$ cat src/rtl/dm_arbiter.sv
// dm_arbiter: shares one data-memory SRAM between the CPU load/store port (m0)
// and a second master (m1). One access is accepted per cycle. The SRAM's
// active-low controls are driven straight from the granted request, and the
// owning master gets a fixed one-cycle-latency response.
//
// Handshake: a request beat transfers on a rising edge where mN_req_valid and
// mN_req_ready are both high. Ready is combinational from valid and the
// arbiter state, is never high without its valid, and is held low during
// reset. Responses (mN_resp_valid) cannot be back-pressured.
module dm_arbiter #(
  parameter int unsigned BURST_MAX = 4
) (
  input  logic        clk,
  input  logic        rst,
  input  logic        m0_req_valid,
  output logic        m0_req_ready,
  input  logic        m0_req_write,
  input  logic [15:0] m0_req_addr,
  input  logic [31:0] m0_req_wdata,
  input  logic [3:0]  m0_req_wstrb,
  output logic        m0_resp_valid,
  output logic [31:0] m0_resp_rdata,
  input  logic        m1_req_valid,
  output logic        m1_req_ready,
  input  logic        m1_req_write,
  input  logic [15:0] m1_req_addr,
  input  logic [31:0] m1_req_wdata,
  input  logic [3:0]  m1_req_wstrb,
  output logic        m1_resp_valid,
  output logic [31:0] m1_resp_rdata,
  output logic        sram_ceb,
  output logic        sram_web,
  output logic [31:0] sram_bweb,
  output logic [13:0] sram_a,
  output logic [31:0] sram_di,
  input  logic [31:0] sram_do,
  output logic [1:0]  dbg_state
);

  typedef enum logic [1:0] {
    IDLE = 2'd0,
    OWN0 = 2'd1,
    OWN1 = 2'd2
  } state_t;

  localparam logic [3:0] BMAX = 4'(BURST_MAX);

  state_t      state, state_n;
  logic [3:0]  cnt, cnt_n;
  logic        last_winner, last_winner_n;  // 0 = m0, 1 = m1
  logic        grant0, grant1;
  logic        accept;
  logic        winner;
  logic        rsp_vld, rsp_id, rsp_rd;

  logic        sel_write;
  logic [15:0] sel_addr;
  logic [31:0] sel_wdata;
  logic [3:0]  sel_wstrb;

  // Byte address bits [1:0] carry no information for word accesses.
  logic        unused_addr_bits;
  assign unused_addr_bits = ^{m0_req_addr[1:0], m1_req_addr[1:0]};

  assign dbg_state = state;

  // Grant selection: the owner keeps the port until its burst quota is used
  // up while the other master waits; ties from IDLE go to the master that
  // did not win last time.
  always_comb begin
    grant0 = 1'b0;
    grant1 = 1'b0;
    if (!rst) begin
      case (state)
        IDLE: begin
          if (m0_req_valid && m1_req_valid) begin
            if (last_winner) grant0 = 1'b1;
            else             grant1 = 1'b1;
          end else if (m0_req_valid) begin
            grant0 = 1'b1;
          end else if (m1_req_valid) begin
            grant1 = 1'b1;
          end
        end
        OWN0: begin
          if (m0_req_valid && ((cnt < BMAX) || !m1_req_valid)) grant0 = 1'b1;
          else if (m1_req_valid)                                grant1 = 1'b1;
        end
        OWN1: begin
          if (m1_req_valid && ((cnt < BMAX) || !m0_req_valid)) grant1 = 1'b1;
          else if (m0_req_valid)                                grant0 = 1'b1;
        end
        default: begin
          grant0 = 1'b0;
          grant1 = 1'b0;
        end
      endcase
    end
  end

  assign accept       = grant0 | grant1;
  assign winner       = grant1;
  assign m0_req_ready = grant0;
  assign m1_req_ready = grant1;

  // Next ownership: extend the owner's burst, switch owner on a hand-over,
  // or fall back to IDLE on a cycle with no accept.
  always_comb begin
    state_n       = state;
    cnt_n         = cnt;
    last_winner_n = last_winner;
    if (accept) begin
      if ((state == OWN0 && !winner) || (state == OWN1 && winner)) begin
        cnt_n = (cnt < BMAX) ? cnt + 4'd1 : BMAX;
      end else begin
        state_n       = winner ? OWN1 : OWN0;
        cnt_n         = 4'd1;
        last_winner_n = winner;
      end
    end else begin
      state_n = IDLE;
      cnt_n   = 4'd0;
    end
  end

  // Arbiter state registers.
  always_ff @(posedge clk) begin
    if (rst) begin
      state       <= IDLE;
      cnt         <= 4'd0;
      last_winner <= 1'b1;
    end else begin
      state       <= state_n;
      cnt         <= cnt_n;
      last_winner <= last_winner_n;
    end
  end

  // Mux of the granted master's request fields.
  assign sel_write = grant1 ? m1_req_write : m0_req_write;
  assign sel_addr  = grant1 ? m1_req_addr  : m0_req_addr;
  assign sel_wdata = grant1 ? m1_req_wdata : m0_req_wdata;
  assign sel_wstrb = grant1 ? m1_req_wstrb : m0_req_wstrb;

  // SRAM controls follow the granted request in the same cycle; idle values
  // otherwise. A write with no strobes still cycles the SRAM but masks every bit.
  always_comb begin
    sram_ceb  = 1'b1;
    sram_web  = 1'b1;
    sram_bweb = '1;
    sram_a    = '0;
    sram_di   = '0;
    if (accept) begin
      sram_ceb = 1'b0;
      sram_a   = sel_addr[15:2];
      sram_di  = sel_wdata;
      if (sel_write) begin
        sram_web = 1'b0;
        for (int i = 0; i < 4; i++) begin
          sram_bweb[8*i +: 8] = sel_wstrb[i] ? 8'h00 : 8'hFF;
        end
      end
    end
  end

  // Remember who was accepted and whether it was a read, for the response
  // that appears in the following cycle.
  always_ff @(posedge clk) begin
    if (rst) begin
      rsp_vld <= 1'b0;
      rsp_id  <= 1'b0;
      rsp_rd  <= 1'b0;
    end else begin
      rsp_vld <= accept;
      rsp_id  <= winner;
      rsp_rd  <= ~sel_write;
    end
  end

  // Responses are suppressed while reset is asserted so a beat accepted just
  // before reset never reports back.
  assign m0_resp_valid = !rst && rsp_vld && !rsp_id;
  assign m1_resp_valid = !rst && rsp_vld &&  rsp_id;
  assign m0_resp_rdata = (m0_resp_valid && rsp_rd) ? sram_do : 32'h0;
  assign m1_resp_rdata = (m1_resp_valid && rsp_rd) ? sram_do : 32'h0;

endmodule

$ cat config.mk
export PLATFORM = sky130hd
export DESIGN_NAME = dm_arbiter
export DESIGN_NICKNAME = d
export VERILOG_FILES = /design/src/rtl/dm_arbiter.sv
export SDC_FILE = /design/constraint.sdc
export NUM_CORES = 1
export LEC_CHECK = 0
export ABC_AREA = 1
export CAP_MARGIN = 0
export CORE_AREA = 2 2 113 115
export CTS_BUF_LIST = sky130_fd_sc_hd__clkbuf_4 sky130_fd_sc_hd__clkbuf_8 sky130_fd_sc_hd__clkbuf_16
export DETAILED_ROUTE_END_ITERATION = 10
export DIE_AREA = 0 0 115 117
export PLACE_DENSITY = 0.63
export SLEW_MARGIN = 30
export SYNTH_ARGS = -nofsm -noshare
export SYNTH_HDL_FRONTEND = slang
export SYNTH_SLANG_ARGS = --single-unit
$ cat constraint.sdc
create_clock -name clk -period 2.8 [get_ports clk]
set_input_delay 0.28 -clock clk [delete_from_list [all_inputs] [get_ports clk]]
set_output_delay 0.28 -clock clk [all_outputs]
set_load 0.01 [all_outputs]
# Word-level counts from Yosys, hierarchy flattened
# Index checks and enable logic that the tools add are counted.
# classes
n_addsub,1
n_lt_le_gt_ge,1
n_eq_ne,2
muxes,35
bitwise,5
reduce_logical,23
# ops
cell,count
32-bit 2-to-1 mux,6
8-bit 2-to-1 mux,4
1-bit 2-to-1 mux,18
16-bit 2-to-1 mux,1
14-bit 2-to-1 mux,1
1-bit logical AND,10
1-bit case mux with 3 select lines,2
1-bit logical NOT,5
4-bit by 1-bit adder with 4-bit output (second input constant),1
4-bit by 3-bit < comparator with 1-bit output (second input constant),1
4-bit 2-to-1 mux,1
1-bit NOT,4
4-bit OR reduction,1
1-bit logical OR,3
3-bit 2-to-1 mux,1
3-bit OR reduction,1
2-bit by 1-bit equality test with 1-bit output (second input constant),1
2-bit equality test (second input constant),1
2-bit logical NOT,1
2-bit 2-to-1 mux,1
2-bit AND reduction,1
2-bit OR reduction,1
1-bit OR,1
# word_totals
ff_bits,10
out_inout_bits,150

# Logic depth before layout (Yosys ltp)
# depth
ltp_word,11
mapped_depth,13
ltp_nobuf,12

# Worst setup path after synthesis
# Ideal clock, no wire load.
# synth_timing
kind,register to output
start,register state[1] (netlist: dbg_state[1])
end,output sram_bweb[10]
arrival_time_ps,1666
required_ps,2520
slack_ps,854
stages_incl_launch_ff,14
path_buffers,2
cell_sequence,dfxtp_1 > inv_2 > nor2_4 > inv_2 > nor2_4 > nor2_2 > nand2_2 > nand2_4 > buf_12 > nand2_1 > o21ai_2 > nor2_4 > nand2_1 > buf_4
# synth_between
elab_chain_len,7
elab_cells_between_ends,13
classes_between,eq/ne: 2; mux: 9; bitwise: 1; reduce/logical: 1
# synth_rtl
item,line,rtl
from (decl),48,"state_t state, state_n;"
from (signal assigned),133,state <= state_n;
"2-bit equality test, or another cell as far along",74,case (state)
1-bit case mux with 3 select lines,74,
1-bit 2-to-1 mux,73,if (!rst) begin
4-bit 2-to-1 mux,143,assign sel_wstrb = grant1 ? m1_req_wstrb : m0_req_wstrb;
8-bit 2-to-1 mux,160,sram_bweb[8*i +: 8] = sel_wstrb[i] ? 8'h00 : 8'hFF;
32-bit 2-to-1 mux,157,if (sel_write) begin
32-bit 2-to-1 mux *,153,if (accept) begin
to (decl),33,"output logic [31:0] sram_bweb,"
# Mark *: on every way between the ends. The rest lies on a longest branch, timed or not.

# Final worst setup path
# layout_timing
start,input rst
end,output sram_di[8]
# layout_between
elab_chain_len,3
elab_cells_between_ends,5
classes_between,mux: 4; bitwise: 1
# layout_rtl
item,line,rtl
from (decl),14,"input logic rst,"
1-bit 2-to-1 mux,73,
32-bit 2-to-1 mux / 1-bit OR (equally long branches),"142, 101",
32-bit 2-to-1 mux *,153,
to (decl),35,"output logic [31:0] sram_di,"
# Marked as above.

==> reports/metrics.json <==
{
  "setup_path": {
    "cp-start-kind": "input pin",
    "critical_path.slowest_cell": "sky130_fd_sc_hd__clkdlybuf4s50_1",
    "timing.critical_path.to_type": "primary output",
    "crit_path_kind": "in -> out",
    "crit_arrival_ps": 2400,
    "critPathMaxStageDelay_ps": 550,
    "worstPathBufferInverterCount": 4,
    "crit_required_ps": 2520,
    "crit_chain": "clkdlybuf4s50_1, o21bai_1, nor2_2, nand2_4, buf_12, o21ai_0, o21ai_1, inv_1, clkdlybuf4s50_1",
    "crit_path_frequent_cell": "sky130_fd_sc_hd__clkdlybuf4s50_1",
    "worstRegToRegCells": 10,
    "family_with_the_most_delay_on_the_worst_path": "buffers and inverters",
    "worst-path-stages": 9,
    "timing.critical_path.fanout_max": 47
  },
  "placement": {
    "dp.final_hpwl_um": 8360,
    "place_worst_setup_slack_ps": -88.9,
    "gpl.final_weighted_congestion": 0.871,
    "dpl_cell_area_mm2": 0.00497,
    "portBuffers": 287
  },
  "yosys": {
    "postSynthRegisterBits": 10,
    "syn_area_per_cell_um2": 5.24,
    "synthesis.yosys.warnings": 0,
    "mappedNetlistNets": 564,
    "synth.yosys.seq_area_share_pct": 9.08,
    "syn-cell-area_mm2": 0.00221,
    "cells_after_synthesis": 421,
    "yosysUniqueCellTypes": 27
  },
  "power": {
    "seq_power_share_pct": 12.5,
    "power_per_cell_area_mw_per_mm2": 249,
    "power.net_switching_uw": 450,
    "sw_share_pct": 33.9,
    "power.static_leakage_nw": 2.70,
    "combinational_fraction_of_design_power_pct": 66.5,
    "internal_power_uw": 877,
    "worst_ir_drop_vdd_mv": 0.212,
    "pwr-share-clk_pct": 21.0
  },
  "timing": {
    "timing.clock.skew_ps": 1.47,
    "timing_max_transition_violations_final": 0,
    "maxClockFrequency_ghz": 0.373,
    "final_min_period_over_clock_period_pct": 95.7,
    "finalSetupViolations": 0,
    "min_period_ps": 2680,
    "fin_hold_ws_ps": 464,
    "fin_ws_ps": 119,
    "hold_viol": 0
  },
  "final_layout": {
    "seqCellArea_um2": 200,
    "multi_input_combinational_cell_area_mm2": 0.00114,
    "postLayoutCellArea_mm2": 0.00533,
    "n_antenna_cell": 0,
    "fraction_of_layout_cells_with_a_size_suffix_above_1_pct": 8.66,
    "layout.core_utilization_pct": 43.3,
    "filler_cell_count": 1267,
    "net_count_of_the_finished_layout": 825,
    "synthToLayoutAreaGrowth_pct": 142
  },
  "global_routing": {
    "first_global_vias": 2922,
    "antenna_violations_before_repair": 0,
    "pin_count_of_the_biggest_net_entering_global_routing": 48,
    "globalRouteOverflowTotal": 0,
    "grt_use_total_pct": 13.2,
    "grt_first_pass_wirelength_um": 14400
  },
  "cts": {
    "cts_tree": "done",
    "htreeDepth": 1,
    "cts_inserted_buffers": 3,
    "insertion_delay_ps": 230,
    "cts.path.max_buffers": 2,
    "clkSinkCount": 10,
    "cts-hold-fix-buffers": 0,
    "ctsRootBufferMaster": "sky130_fd_sc_hd__clkbuf_16",
    "clkTransAtPathRegs_ps": 40
  },
  "detailed_routing": {
    "drt.antenna.violating_nets": 0,
    "detail_route.iter0.violations": 118,
    "finalWirelength_um": 10500,
    "routed_wire_length_per_instance_um": 12.7,
    "drt_pass1_iterations": 4,
    "route.detailed.vias_per_inst": 3.90,
    "drc_errors": 0,
    "via_count": 3241
  },
  "job": {
    "maxCapViolCount": 0
  },
  "floorplanning": {
    "top_ports": 292,
    "core_area_mm2": 0.0123,
    "area_enclosed_by_the_die_boundary_mm2": 0.0135,
    "initial_utilization_pct": 17.9,
    "die-width_um": 115,
    "placement_rows": 41,
    "dieHeight_um": 117
  },
  "worst_hold_path": {
    "worstHoldPathType": "reg -> reg",
    "timing.hold.worst_path_depth": 1
  },
  "status": {
    "run_status": "complete, no violations"
  }
}
==> sequential cells by signal, indices dropped and copies added, names as in the netlist <==
register and count:
dbg_state 2, cnt 4, rsp_id 1, rsp_vld 1, rsp_rd 1, last_winner 1
==> power by group through the flow <==
| stage | registers [mW] | clock network [mW] | logic (mW) |
|---|---|---|---|
| 2_1_floorplan | 0.167 | 0 | 0.383 |
| 3_3_place_gp | 0.167 | 0 | 0.827 |
| 3_5_place_dp | 0.168 | 0 | 0.835 |
| 4_1_cts | 0.166 | 0.286 | 0.862 |
| 5_1_grt | 0.168 | 0.295 | 0.961 |
| 6_report | 0.166 | 0.279 | 0.883 |
==> logic make-up after synthesis <==
family | share of synthesized area (%)
other | 0.170
buffers and inverters | 42.0
adders and majority gates | 0.567
DFF | 9.08
and+or+nand+nor | 23.5
AOI/OAI and AO/OA | 24.7
==> cell usage after synthesis, drive strengths merged <==
cell      n  share of area [%]
nor3b     1               0.34
a21oi     2               0.45
conb      1               0.17
ha        1               0.57
buf      41                 16
nor2     76                 14
nor3      2               0.68
clkbuf    9                1.5
o21bai    1               0.34
inv     143                 24
o21ai    97                 24
nand2    34                7.3
dfxtp    10                9.1
nand3     3               0.91
==> final cells by class <==
class | count | share of cell area (%)
timing repair buffer | 305 | 59.5
multi-input combinational | 219 | 21.4
inverter | 143 | 10.1
sequential | 10 | 3.75
tap | 150 | 3.52
clock buffer | 4 | 1.67
==> per-layer routing <==
layer	track usage (%)	vias to the layer above	share of wire, %
met2	24.4	99	54
li1	-	1709	-
met3	2.99	6	5.8
met5	0	-	0
met1	16.0	1427	39
met4	1.69	0	0.67
==> through the flow <==
stage	power, mW	TNS, ps	std cells
after global routing	1.42	-39.6	831
final	1.33	0	831
after floorplan	0.550	0	421
after CTS	1.31	0	823
after detailed placement	1.00	-2170	817
after global placement	0.994	-557	817
==> layout by cell type, fill, tap and decap left out, types with 3 or more instances in the layout <==
cell type and n:
sky130_fd_sc_hd__clkdlybuf4s50_1 254, sky130_fd_sc_hd__inv_1 137, sky130_fd_sc_hd__nor2_1 67, sky130_fd_sc_hd__o21ai_1 51, sky130_fd_sc_hd__o21ai_0 35, sky130_fd_sc_hd__dlymetal6s2s_1 33
sky130_fd_sc_hd__nand2_1 26, sky130_fd_sc_hd__buf_4 13, sky130_fd_sc_hd__o21ai_2 11, sky130_fd_sc_hd__dfxtp_1 10, sky130_fd_sc_hd__inv_2 5, sky130_fd_sc_hd__nor2_2 5
sky130_fd_sc_hd__nor2_4 4, sky130_fd_sc_hd__clkbuf_16 4, sky130_fd_sc_hd__nand2_4 3, sky130_fd_sc_hd__nand2_8 3, sky130_fd_sc_hd__nand2_2 3
==> path summary, 6_finish.rpt <==
kind | start | endpoint | slack [ps]
setup / recovery | rst | sram_di[8] | 120
hold / removal | cnt[0] | cnt[0] | 460
setup reg to reg | dbg_state[0] | last_winner | 1020
hold reg to reg | cnt[0] | cnt[0] | 460
==> repair_timing <==
action,4_1_cts,5_1_grt
gates resized for setup,8,45
buffers inserted,1,6
pin swaps,0,2
cloned,1,2
endpoints found under the setup margin,36,77
Note: power is estimated with default switching activity, not from simulation.
